File: config.mk
export PLATFORM = sky130hd
export DESIGN_NAME = add_accumulator
export DESIGN_NICKNAME = d
export VERILOG_FILES = /design/src/rtl/add_accumulator.sv
export SDC_FILE = /design/constraint.sdc
export NUM_CORES = 1
export LEC_CHECK = 0
export BUFFER_PORTS_ARGS = -buffer_cell sky130_fd_sc_hd__buf_2
export CORE_AREA = 3 3 49 51
export DETAILED_ROUTE_END_ITERATION = 10
export DIE_AREA = 0 0 52 54
export PLACE_DENSITY = 0.74
export SETUP_SLACK_MARGIN = 0.02
export SLEW_MARGIN = 20
export SYNTH_ARGS = -nofsm -noshare
export SYNTH_HDL_FRONTEND = slang
export SYNTH_SLANG_ARGS = --single-unit
File: constraint.sdc
create_clock -name clk -period 2.2 [get_ports clk]
set_clock_uncertainty 0.05 [all_clocks]
set_input_delay 0.11 -clock clk [delete_from_list [all_inputs] [get_ports clk]]
set_output_delay 0.11 -clock clk [all_outputs]
set_load 0.05 [all_outputs]
File: src/rtl/add_accumulator.sv
// Batches N_OPS 5-bit terms (A+B+Cin) into an ACC_W accumulator; acc/ovf/op_cnt update on the accepting edge.
// Result held in DONE until out_ready; define ADD_ACCUMULATOR_SAT_EN to saturate instead of wrap on overflow.
module add_accumulator #(
    parameter int N_OPS = 4,
    parameter int ACC_W = 6
) (
    input  logic             clk,
    input  logic             rst,
    input  logic             clear,
    input  logic             in_valid,
    output logic             in_ready,
    input  logic [3:0]       A,
    input  logic [3:0]       B,
    input  logic             Cin,
    output logic             out_valid,
    input  logic             out_ready,
    output logic [ACC_W-1:0] acc,
    output logic             ovf,
    output logic [3:0]       op_cnt
);

    typedef enum logic {
        S_IDLE = 1'b0,
        S_DONE = 1'b1
    } state_t;

    localparam logic [3:0] LP_LAST = 4'(N_OPS - 1);

    state_t           r_state;
    logic [ACC_W-1:0] r_acc;
    logic             r_ovf;
    logic [3:0]       r_op_cnt;
    logic             r_in_ready;
    logic             r_out_valid;

    logic [4:0]       w_term;
    logic [ACC_W:0]   w_sum;
    logic             w_carry;
    logic [ACC_W-1:0] w_acc_next;
    logic             w_last;

    assign w_term  = {1'b0, A} + {1'b0, B} + {4'b0000, Cin};
    assign w_sum   = {1'b0, r_acc} + {{(ACC_W-4){1'b0}}, w_term};
    assign w_carry = w_sum[ACC_W];
    assign w_last  = (r_op_cnt == LP_LAST);

`ifdef ADD_ACCUMULATOR_SAT_EN
    // Once overflowed, the batch stays pinned at full scale until it is zeroed.
    assign w_acc_next = (w_carry || r_ovf) ? {ACC_W{1'b1}} : w_sum[ACC_W-1:0];
`else
    assign w_acc_next = w_sum[ACC_W-1:0];
`endif

    always_ff @(posedge clk or posedge rst) begin
        if (rst) begin
            r_state     <= S_IDLE;
            r_acc       <= '0;
            r_ovf       <= 1'b0;
            r_op_cnt    <= '0;
            r_in_ready  <= 1'b1;
            r_out_valid <= 1'b0;
        end else if (clear) begin
            r_state     <= S_IDLE;
            r_acc       <= '0;
            r_ovf       <= 1'b0;
            r_op_cnt    <= '0;
            r_in_ready  <= 1'b1;
            r_out_valid <= 1'b0;
        end else begin
            case (r_state)
                S_IDLE: begin
                    if (in_valid) begin
                        r_acc    <= w_acc_next;
                        r_ovf    <= r_ovf | w_carry;
                        r_op_cnt <= r_op_cnt + 4'd1;
                        if (w_last) begin
                            r_state     <= S_DONE;
                            r_in_ready  <= 1'b0;
                            r_out_valid <= 1'b1;
                        end
                    end
                end
                S_DONE: begin
                    // Hand-off zeroes the batch so IDLE can accept on the very next edge.
                    if (out_ready) begin
                        r_state     <= S_IDLE;
                        r_acc       <= '0;
                        r_ovf       <= 1'b0;
                        r_op_cnt    <= '0;
                        r_in_ready  <= 1'b1;
                        r_out_valid <= 1'b0;
                    end
                end
                default: begin
                    r_state     <= S_IDLE;
                    r_in_ready  <= 1'b1;
                    r_out_valid <= 1'b0;
                end
            endcase
        end
    end

    assign in_ready  = r_in_ready;
    assign out_valid = r_out_valid;
    assign acc       = r_acc;
    assign ovf       = r_ovf;
    assign op_cnt    = r_op_cnt;

endmodule

==> flow_metrics.py, run 1 <==
metrics = {
    "status": {
        "outcome": "complete, no violations",
    },
    "logic_synthesis": {
        "synth-edff-count": 0,
        "yosysUniqueCellTypes": 27,
        "synth_nets": 104,
        "synthFlopType": "dfrtp_1",
        "synth_cells": 79,
        "syn_area_um2": 875,
        "synth_common_cells": "dfrtp_1 (13), nor2_1 (7), o21ai_0 (7), a21oi_1 (6), ha_1 (6)",
        "postSynth.asyncResetShare_pct": 100,
        "ys_warn_count": 0,
        "yosysMostFrequentCell": "dfrtp_1",
        "seq_area_frac_synth_pct": 40.2,
        "avgSynthCellArea_um2": 11.1,
        "synth_top_area_share_pct": 37.2,
        "ys_ff_latch": 14,
        "netlist_top_cells_area": "dfrtp_1 (37%), fa_1 (11%), ha_1 (8.6%)",
        "netlist.top_cell.by_area": "dfrtp_1",
    },
    "power_and_ir_drop": {
        "power.density_nw_per_um2": 1030,
        "p_total_mw": 1.23,
        "peakVddDrop_mv": 0.725,
        "p_leak_nw": 0.598,
    },
    "critical_path": {
        "worstPathRequired_ps": 2330,
        "cp-startpoint": "acc[1]$_DFFE_PP0P_",
        "critPathMaxFanout": 2,
        "endpoint": "acc[4]$_DFFE_PP0P_",
        "worstSetupPathType": "flop to flop",
        "slowest_stage": "fa_2",
        "crit_path_end_kind": "flop",
        "rr_startpoint": "acc[1]$_DFFE_PP0P_",
        "crit_family": "adder cells",
        "ff2ff_path_depth": 7,
        "cp-start-kind": "flop",
        "cp_num_buf_inv": 1,
        "path_cells": "fa_2 > buf_4 > fa_2 > a21o_1 > a21oi_2 > xnor2_1 > a22o_1",
        "cpMostUsedCell": "fa_2",
        "cp.depth": 7,
        "rrSetupSlack_ps": 20,
        "slowest_delay_ps": 470,
        "arrival_ps": 2310,
        "r2r_end": "acc[4]$_DFFE_PP0P_",
    },
    "sta": {
        "hold_ws_ps": 85.7,
        "slew-limit-headroom_pct": 64.2,
        "slew_violations": 0,
        "rsz0062_at_grt": "true",
        "tightest_slew_ps": 536,
        "tns_ps": 0,
        "max_freq_mhz": 459,
        "fin_crit_ps": 2180,
        "setup_viol": 0,
        "hold_violations": 0,
        "fin_crit_sh_pct": 99.0,
    },
    "detailed_routing": {
        "wirelength_um": 1960,
        "topRoutingLayerUsed": "met3",
        "met1_length_um": 857,
        "detail_route.wl_per_cell_um": 13.7,
        "drcViolationCount": 0,
        "vias": 727,
        "wl_met2_um": 978,
        "drt_iter0_markers": 6,
        "met3_length_um": 121,
        "vias_per_cell": 5.08,
        "dr.pass1.iters": 4,
        "antenna_left": 0,
    },
    "placement": {
        "port_buffers": 26,
        "finalWeightedCongestion": 0.848,
        "placed_cell_area_um2": 1070,
        "hpwlAfterDp_um": 1510,
        "dp.cells": 136,
    },
    "final_layout": {
        "syn2layout_area_growth_pct": 36.8,
        "drive_gt1_share_pct": 45.7,
        "finish.instance_area_um2": 1200,
        "num_antenna_cells": 0,
        "final_nets": 142,
        "instances_no_fill": 143,
        "n_fill_cell": 172,
    },
    "clock_network": {
        "insertion_delay_ps": 280,
        "cts_made_buffers": 3,
        "tritoncts": "built",
        "path_clk_slew_ps": 90,
        "cts.sinks": 14,
        "cts_root_buf": "clkbuf_4",
        "h-tree-depth": 1,
        "cts_buffer_depth": 2,
    },
    "floorplan": {
        "die_h_um": 54,
        "rows": 16,
        "coreArea_um2": 1980,
        "num_io_pins": 27,
        "start_util_pct": 44.1,
        "fp.dieW_um": 52,
        "die-area_um2": 2810,
    },
    "global_routing": {
        "overflow": 0,
        "grt_max_degree": 15,
        "grt_pass1_wl_um": 3220,
        "antenna_found_initial": 0,
        "grt_usage_pct": 15.9,
        "grt_pass1_vias": 737,
    },
    "worst_hold_path": {
        "min_path_type": "input port to flop",
    },
    "flow_run": {
        "maxCapViolations": 0,
    },
}
## worst min path at each step
stage	from	end	slack, ps	cells after the start
3_5_place_dp	rst	out_valid$_DFFE_PP0P_	130	2
4_1_cts	out_ready	in_ready$_DFFE_PP1P_	80	3
2_1_floorplan	rst	acc[4]$_DFFE_PP0P_	-50	1
3_3_place_gp	rst	out_valid$_DFFE_PP0P_	130	2
6_report	out_ready	in_ready$_DFFE_PP1P_	90	3
5_1_grt	out_ready	in_ready$_DFFE_PP1P_	90	3
## layout make-up
| class | instances | area, um2 | share of cell area [%] |
|---|---|---|---|
| multi-input cells | 59 | 552 | 46.1 |
| clock buffers | 4 | 36.3 | 3.03 |
| inverters | 4 | 15.0 | 1.26 |
| well taps | 27 | 33.8 | 2.82 |
| flip-flops and latches | 14 | 357 | 29.8 |
| repair buffers | 35 | 203 | 16.9 |
## power breakdown
part | internal, mW | total, mW | leakage (nW) | switching, mW
sequential | 0.303 | 0.342 | 0.181 | 0.0390
combinational | 0.307 | 0.699 | 0.396 | 0.392
clock | 0.101 | 0.187 | 0.0210 | 0.0864
## tightest hold or removal path: stages
cell,delay [ps]
buf_2,100
a21oi_1,60
o21bai_1,110
## registers in the layout (all words and copies together) (netlist names)
| register | count |
|---|---|
| acc | 6 |
| in_ready | 1 |
| ovf | 1 |
| out_valid | 1 |
| r_state | 1 |
| op_cnt | 4 |
## placed cells by master, fill, tap and decap left out, types with 3 or more instances in the layout
| cell | netlist | routed |
|---|---|---|
| inv_1 | 4 | 4 |
| a21oi_1 | 6 | 5 |
| nand2_1 | 3 | 3 |
| a22o_1 | 4 | 4 |
| clkbuf_4 | 0 | 3 |
| buf_2 | 0 | 26 |
| nor2_1 | 7 | 7 |
| dfrtp_1 | 13 | 9 |
| ha_1 | 6 | 3 |
| buf_4 | 0 | 7 |
| dfrtp_2 | 0 | 4 |
| a21o_1 | 3 | 3 |
| fa_1 | 5 | 3 |
| ha_4 | 0 | 3 |
| o21ai_0 | 7 | 6 |
## metal layers
| layer | up-vias | global-route usage (%) |
|---|---|---|
| met5 | - | 0 |
| met4 | 0 | 5.24 |
| met3 | 0 | 5.26 |
| met2 | 21 | 26.4 |
| met1 | 352 | 19.4 |
| li1 | 354 | - |
## per-stage QoR
stage / utilization [%] / worst slack, ps
global route: 60.4 / -68.2
detailed placement: 54.2 / -21.1
global placement: 54.2 / -27.1
CTS: 58.5 / 5.90
finish: 60.4 / 22.7
floorplan: - / -68.2
## logic make-up (layout without fill, tap and decap cells)
logic type      count (synthesis)  count (layout)  synth area share (%)
buf+inv                         6              43                  4.29
simple gates                   18              18                  10.7
mux                             2               2                  3.00
flops                          14              14                  40.2
compound gates                 25              25                  18.7
fa+ha+maj                      11              11                  20.0
xor+xnor                        3               3                  3.00
## timing repair
item	in CTS	in global routing
pin swaps	2	3
hold endpoints to repair	14	0
gates resized for setup	3	5
hold buffers	2	0
setup endpoints to repair	3	4
setup buffers	0	1
Note: power is estimated with default switching activity, not from simulation.
==> run 2, diff against run 1 <==
Settings changed: CORE_AREA 3 3 49 51 to 2 2 48 50, DIE_AREA 0 0 52 54 to 0 0 50 52.
==> flow_metrics.py, run 2 (synthesis gave the netlist of run 1 again) <==
metrics = {
    "final_layout": {
        "layout_common_cells": "buf_2 (26), dfrtp_1 (9), nor2_1 (7)",
        "largest_reg_flops": 6,
        "finish.instance_area_um2": 1120,
        "num_antenna_cells": 0,
        "instances_no_fill": 142,
        "final_nets": 140,
        "drive_gt1_share_pct": 40.4,
        "n_fill_cell": 194,
        "syn2layout_area_growth_pct": 28.0,
        "layout_commonest_cell": "buf_2",
        "post-route-util_pct": 53.2,
    },
    "floorplan": {
        "die_h_um": 52,
        "rows": 17,
        "die-area_um2": 2600,
        "num_io_pins": 27,
        "coreArea_um2": 2110,
        "fp.dieW_um": 50,
        "start_util_pct": 41.5,
    },
    "power_and_ir_drop": {
        "clkPwrFrac_pct": 14.0,
        "intPower_uw": 623,
        "p_comb_share_pct": 54.9,
        "p_leak_nw": 0.573,
        "peakVddDrop_mv": 0.574,
        "seqPwrFrac_pct": 31.1,
        "p_sw_share_pct": 44.1,
        "power.density_nw_per_um2": 996,
        "p_switching_uw": 492,
    },
    "sta": {
        "fin_crit_sh_pct": 101,
        "slew-limit-headroom_pct": 63.2,
        "max_freq_mhz": 450,
        "hold_violations": 0,
        "setup_viol": 1,
        "hold_ws_ps": 108,
        "fin_ws_ps": -23.7,
        "tightest_slew_ps": 551,
        "slew_violations": 0,
        "fin_crit_ps": 2220,
        "rsz0062_at_grt": "true",
    },
    "detailed_routing": {
        "wirelength_um": 1870,
        "vias": 708,
        "detail_route.wl_per_cell_um": 13.2,
        "vias_per_cell": 4.99,
        "antenna_left": 0,
        "dr.pass1.iters": 4,
        "drt_iter0_markers": 14,
        "drcViolationCount": 0,
    },
    "critical_path": {
        "rrSetupSlack_ps": -20,
        "crit_family": "adder cells",
        "critPathMaxFanout": 3,
        "arrival_ps": 2340,
        "worstSetupPathType": "flop to flop",
        "cp-start-kind": "flop",
        "cp-startpoint": "acc[0]$_DFFE_PP0P_",
        "slowest_stage": "fa_1",
        "r2r_end": "acc[4]$_DFFE_PP0P_",
        "cp.depth": 7,
        "cp_num_buf_inv": 0,
        "rr_startpoint": "acc[0]$_DFFE_PP0P_",
        "slowest_delay_ps": 460,
        "worstPathRequired_ps": 2310,
        "endpoint": "acc[4]$_DFFE_PP0P_",
        "crit_path_end_kind": "flop",
        "path_cells": "fa_1 > ha_2 > fa_2 > a21o_1 > a21oi_2 > xnor2_1 > a22o_1",
        "ff2ff_path_depth": 7,
    },
    "clock_network": {
        "cts_root_buf": "clkbuf_4",
        "tritoncts": "built",
        "insertion_delay_ps": 280,
        "cts_made_buffers": 3,
        "path_clk_slew_ps": 80,
        "h-tree-depth": 1,
        "cts.sinks": 14,
        "cts_buffer_depth": 2,
    },
    "placement": {
        "hpwlAfterDp_um": 1470,
        "dp.cells": 135,
        "placed_cell_area_um2": 1060,
        "post-place-ws_ps": -58.5,
        "port_buffers": 26,
        "finalWeightedCongestion": 0.887,
    },
    "flow_run": {
        "maxCapViolations": 0,
    },
    "status": {
        "outcome": "finished with violations",
        "violations": "negative setup slack",
    },
    "worst_hold_path": {
        "min_path_type": "input port to flop",
    },
    "global_routing": {
        "grt_usage_pct": 15.2,
        "grt_pass1_vias": 724,
        "grt_max_degree": 15,
        "grt_pass1_wl_um": 3010,
        "antenna_found_initial": 0,
        "overflow": 0,
    },
}
## run 2: what timing repair did
action                     4_1_cts  5_1_grt
gates cloned                     0        0
setup endpoints to repair        3        3
hold endpoints to repair        14        0
pin swaps                        3        3
buffers inserted                 0        1
hold buffers                     2        0
resized for setup                0        2
## run 2: stage by stage
| step | power (mW) | TNS [ps] |
|---|---|---|
| 6_report | 1.12 | -23.7 |
| 3_5_place_dp | 0.943 | -82.2 |
| 2_1_floorplan | 0.789 | -152 |
| 5_1_grt | 1.19 | -181 |
| 3_3_place_gp | 0.929 | 0 |
| 4_1_cts | 1.10 | -46.6 |
## run 2: tightest hold or removal path: cells and delay by family
kind,cells,cell delay (ps)
AO/OA/AOI/OAI,2,180
buffers and inverters,1,100
## run 2: power by group through the flow
stage                     Clock [mW]  Sequential (mW)  Combinational [mW]
after global placement             0            0.349               0.581
after CTS                      0.159            0.346               0.599
final                          0.156            0.347               0.612
after detailed placement           0            0.349               0.594
after global routing           0.168            0.352               0.667
after floorplan                    0            0.491               0.298
## run 2: worst min path at each step
stage,to,slack (ps),cells after the start,from
after global placement,op_cnt[1]$_DFFE_PP0P_,130,2,rst
after floorplan,acc[4]$_DFFE_PP0P_,-50,1,rst
after detailed placement,op_cnt[0]$_DFFE_PP0P_,130,2,rst
final,in_ready$_DFFE_PP1P_,110,3,out_ready
after global routing,in_ready$_DFFE_PP1P_,110,3,out_ready
after CTS,in_ready$_DFFE_PP1P_,100,3,out_ready
## run 2: final cells by class
type                    instances  area [um2]  share of cell area (%)
multi-input cells              59         499                    44.6
repair buffers                 33         188                    16.8
inverters                       4        15.0                    1.34
flip-flops and latches         14         357                    31.8
well taps                      28        35.0                    3.13
clock buffers                   4        26.3                    2.35
## run 2: layer usage
metal  up-vias  share of wire [%]  routed length [um]  track usage (%)
met5         -                  0                   0                0
met4         0                  0                   0             5.09
met3         0                3.2                  60             3.16
met2        11                 51                 960             27.0
met1       347                 46                 853             18.2
li1        350                  -                   -                -
==> run 3, diff against run 2 <==
Settings changed: CORE_AREA 2 2 48 50 to 2 2 45 47, DIE_AREA 0 0 50 52 to 0 0 47 49, PLACE_DENSITY 0.74 to 0.79, SKIP_CTS_REPAIR_TIMING from default to 1.
Clock period 2.2 ns to 2.75 ns, I/O delays scaled along.
==> flow_metrics.py, run 3 (synthesis gave the netlist of run 1 again) <==
metrics = {
    "status": {
        "outcome": "finished with violations",
        "violations": "negative hold slack",
    },
    "detailed_routing": {
        "wirelength_um": 1680,
        "drcViolationCount": 0,
        "detail_route.wl_per_cell_um": 12.3,
        "dr.pass1.iters": 4,
        "topRoutingLayerUsed": "met4",
        "met3_length_um": 75,
        "drt_iter0_markers": 14,
        "wl_met2_um": 782,
        "met1_length_um": 785,
        "vias_per_cell": 5.04,
        "antenna_left": 0,
        "vias": 685,
    },
    "final_layout": {
        "post-route-util_pct": 58.1,
        "largest_reg_flops": 6,
        "layout_common_cells": "buf_2 (26), dfrtp_1 (13), nor2_1 (7), o21ai_0 (7)",
        "drive_gt1_share_pct": 32.1,
        "layout_commonest_cell": "buf_2",
        "n_fill_cell": 166,
        "syn2layout_area_growth_pct": 22.3,
        "regArea_um2": 352,
        "multiInputGateArea_um2": 485,
        "num_antenna_cells": 0,
        "final_nets": 135,
    },
    "sta": {
        "tightest_slew_ps": 548,
        "fin_crit_ps": 2310,
        "setup_viol": 0,
        "fin_crit_sh_pct": 83.8,
        "hold_violations": 1,
        "rsz0062_at_grt": "false",
        "hold_ws_ps": -4.13,
        "tns_ps": 0,
        "max_freq_mhz": 434,
        "slew-limit-headroom_pct": 63.4,
        "slew_violations": 0,
    },
    "critical_path": {
        "crit_family": "adder cells",
        "cp-startpoint": "acc[1]$_DFFE_PP0P_",
        "arrival_ps": 2430,
        "slowest_stage": "fa_1",
        "worstPathRequired_ps": 2870,
        "cp-start-kind": "flop",
        "worstSetupPathType": "flop to flop",
        "cp_num_buf_inv": 0,
        "critPathMaxFanout": 3,
        "slowest_delay_ps": 500,
        "crit_path_end_kind": "flop",
        "rr_startpoint": "acc[1]$_DFFE_PP0P_",
        "path_cells": "fa_1 > ha_1 > a211oi_1 > o21ai_0 > o211a_1 > mux2_4",
    },
    "power_and_ir_drop": {
        "power.density_nw_per_um2": 812,
        "seqPwrFrac_pct": 31.3,
        "peakVddDrop_mv": 0.520,
        "p_sw_share_pct": 44.0,
        "p_total_uw": 868,
        "clkPwrFrac_pct": 17.8,
        "p_comb_share_pct": 51.0,
        "p_switching_uw": 382,
        "p_leak_nw": 0.563,
        "intPower_uw": 486,
    },
    "floorplan": {
        "num_io_pins": 27,
        "start_util_pct": 47.5,
        "die-area_um2": 2300,
        "fp.dieW_um": 47,
        "rows": 16,
        "die_h_um": 49,
        "coreArea_um2": 1840,
    },
    "clock_network": {
        "insertion_delay_ps": 290,
        "tritoncts": "built",
        "path_clk_slew_ps": 100,
        "cts_made_buffers": 3,
        "cts_root_buf": "clkbuf_4",
        "cts.sinks": 14,
        "cts_buffer_depth": 2,
        "h-tree-depth": 1,
    },
    "placement": {
        "finalWeightedCongestion": 0.761,
        "hpwlAfterDp_um": 1300,
        "port_buffers": 26,
    },
    "global_routing": {
        "antenna_found_initial": 0,
        "overflow": 0,
        "grt_pass1_wl_um": 2860,
        "grt_pass1_vias": 687,
        "grt_max_degree": 15,
        "grt_usage_pct": 17.5,
    },
    "worst_hold_path": {
        "hp-start": "clear",
        "min_path_type": "input port to flop",
    },
    "flow_run": {
        "maxCapViolations": 0,
    },
}
==> run 3: cell count changes in the layout (fill, tap and decap cells not counted), sizes merged <==
| cell | delta |
|---|---|
| dlygate4sd3 | -1 |
| buf | -4 |
==> run 3: final cells by class <==
cell class                      count  share of cell area (%)
Clock buffer                        4                    3.39
Inverter                            4                    1.40
Multi-Input combinational cell     59                    45.4
Sequential cell                    14                    32.9
Tap cell                           27                    3.16
Timing Repair Buffer               28                    13.8
==> run 3: power groups by stage <==
stage	sequential, mW	clock, mW	combinational [mW]
final	0.272	0.154	0.442
after global routing	0.277	0.164	0.488
after CTS	0.272	0.156	0.442
after detailed placement	0.275	0	0.439
after global placement	0.275	0	0.430
after floorplan	0.389	0	0.228
==> run 3: path summary, 6_finish.rpt <==
kind / to / slack, ps / cells past startpoint
setup / recovery: acc[5]$_DFFE_PP0P_ / 440 / 6
max in group asynchronous: in_ready$_DFFE_PP1P_ / 1900 / 3
hold reg to reg: out_valid$_DFFE_PP0P_ / 470 / 2
min in group asynchronous: out_valid$_DFFE_PP0P_ / 370 / 3
hold / removal: out_valid$_DFFE_PP0P_ / -4 / 2
setup reg to reg: acc[5]$_DFFE_PP0P_ / 440 / 6
==> run 3: routing by layer <==
metal,vias up,global-route usage [%]
li1,340,-
met1,321,22.7
met2,20,26.7
met3,4,3.33
met4,0,9.26
met5,-,0
==> run 3: through the flow <==
step	hold WS [ps]	setup slack (ps)	cell area, um2	std cells
3_3_place_gp	147	489	1020	131
2_1_floorplan	-24.0	226	875	79
4_1_cts	-164	456	1060	135
3_5_place_dp	161	465	1020	131
6_report	-4.13	445	1070	136
5_1_grt	9.75	320	1070	136
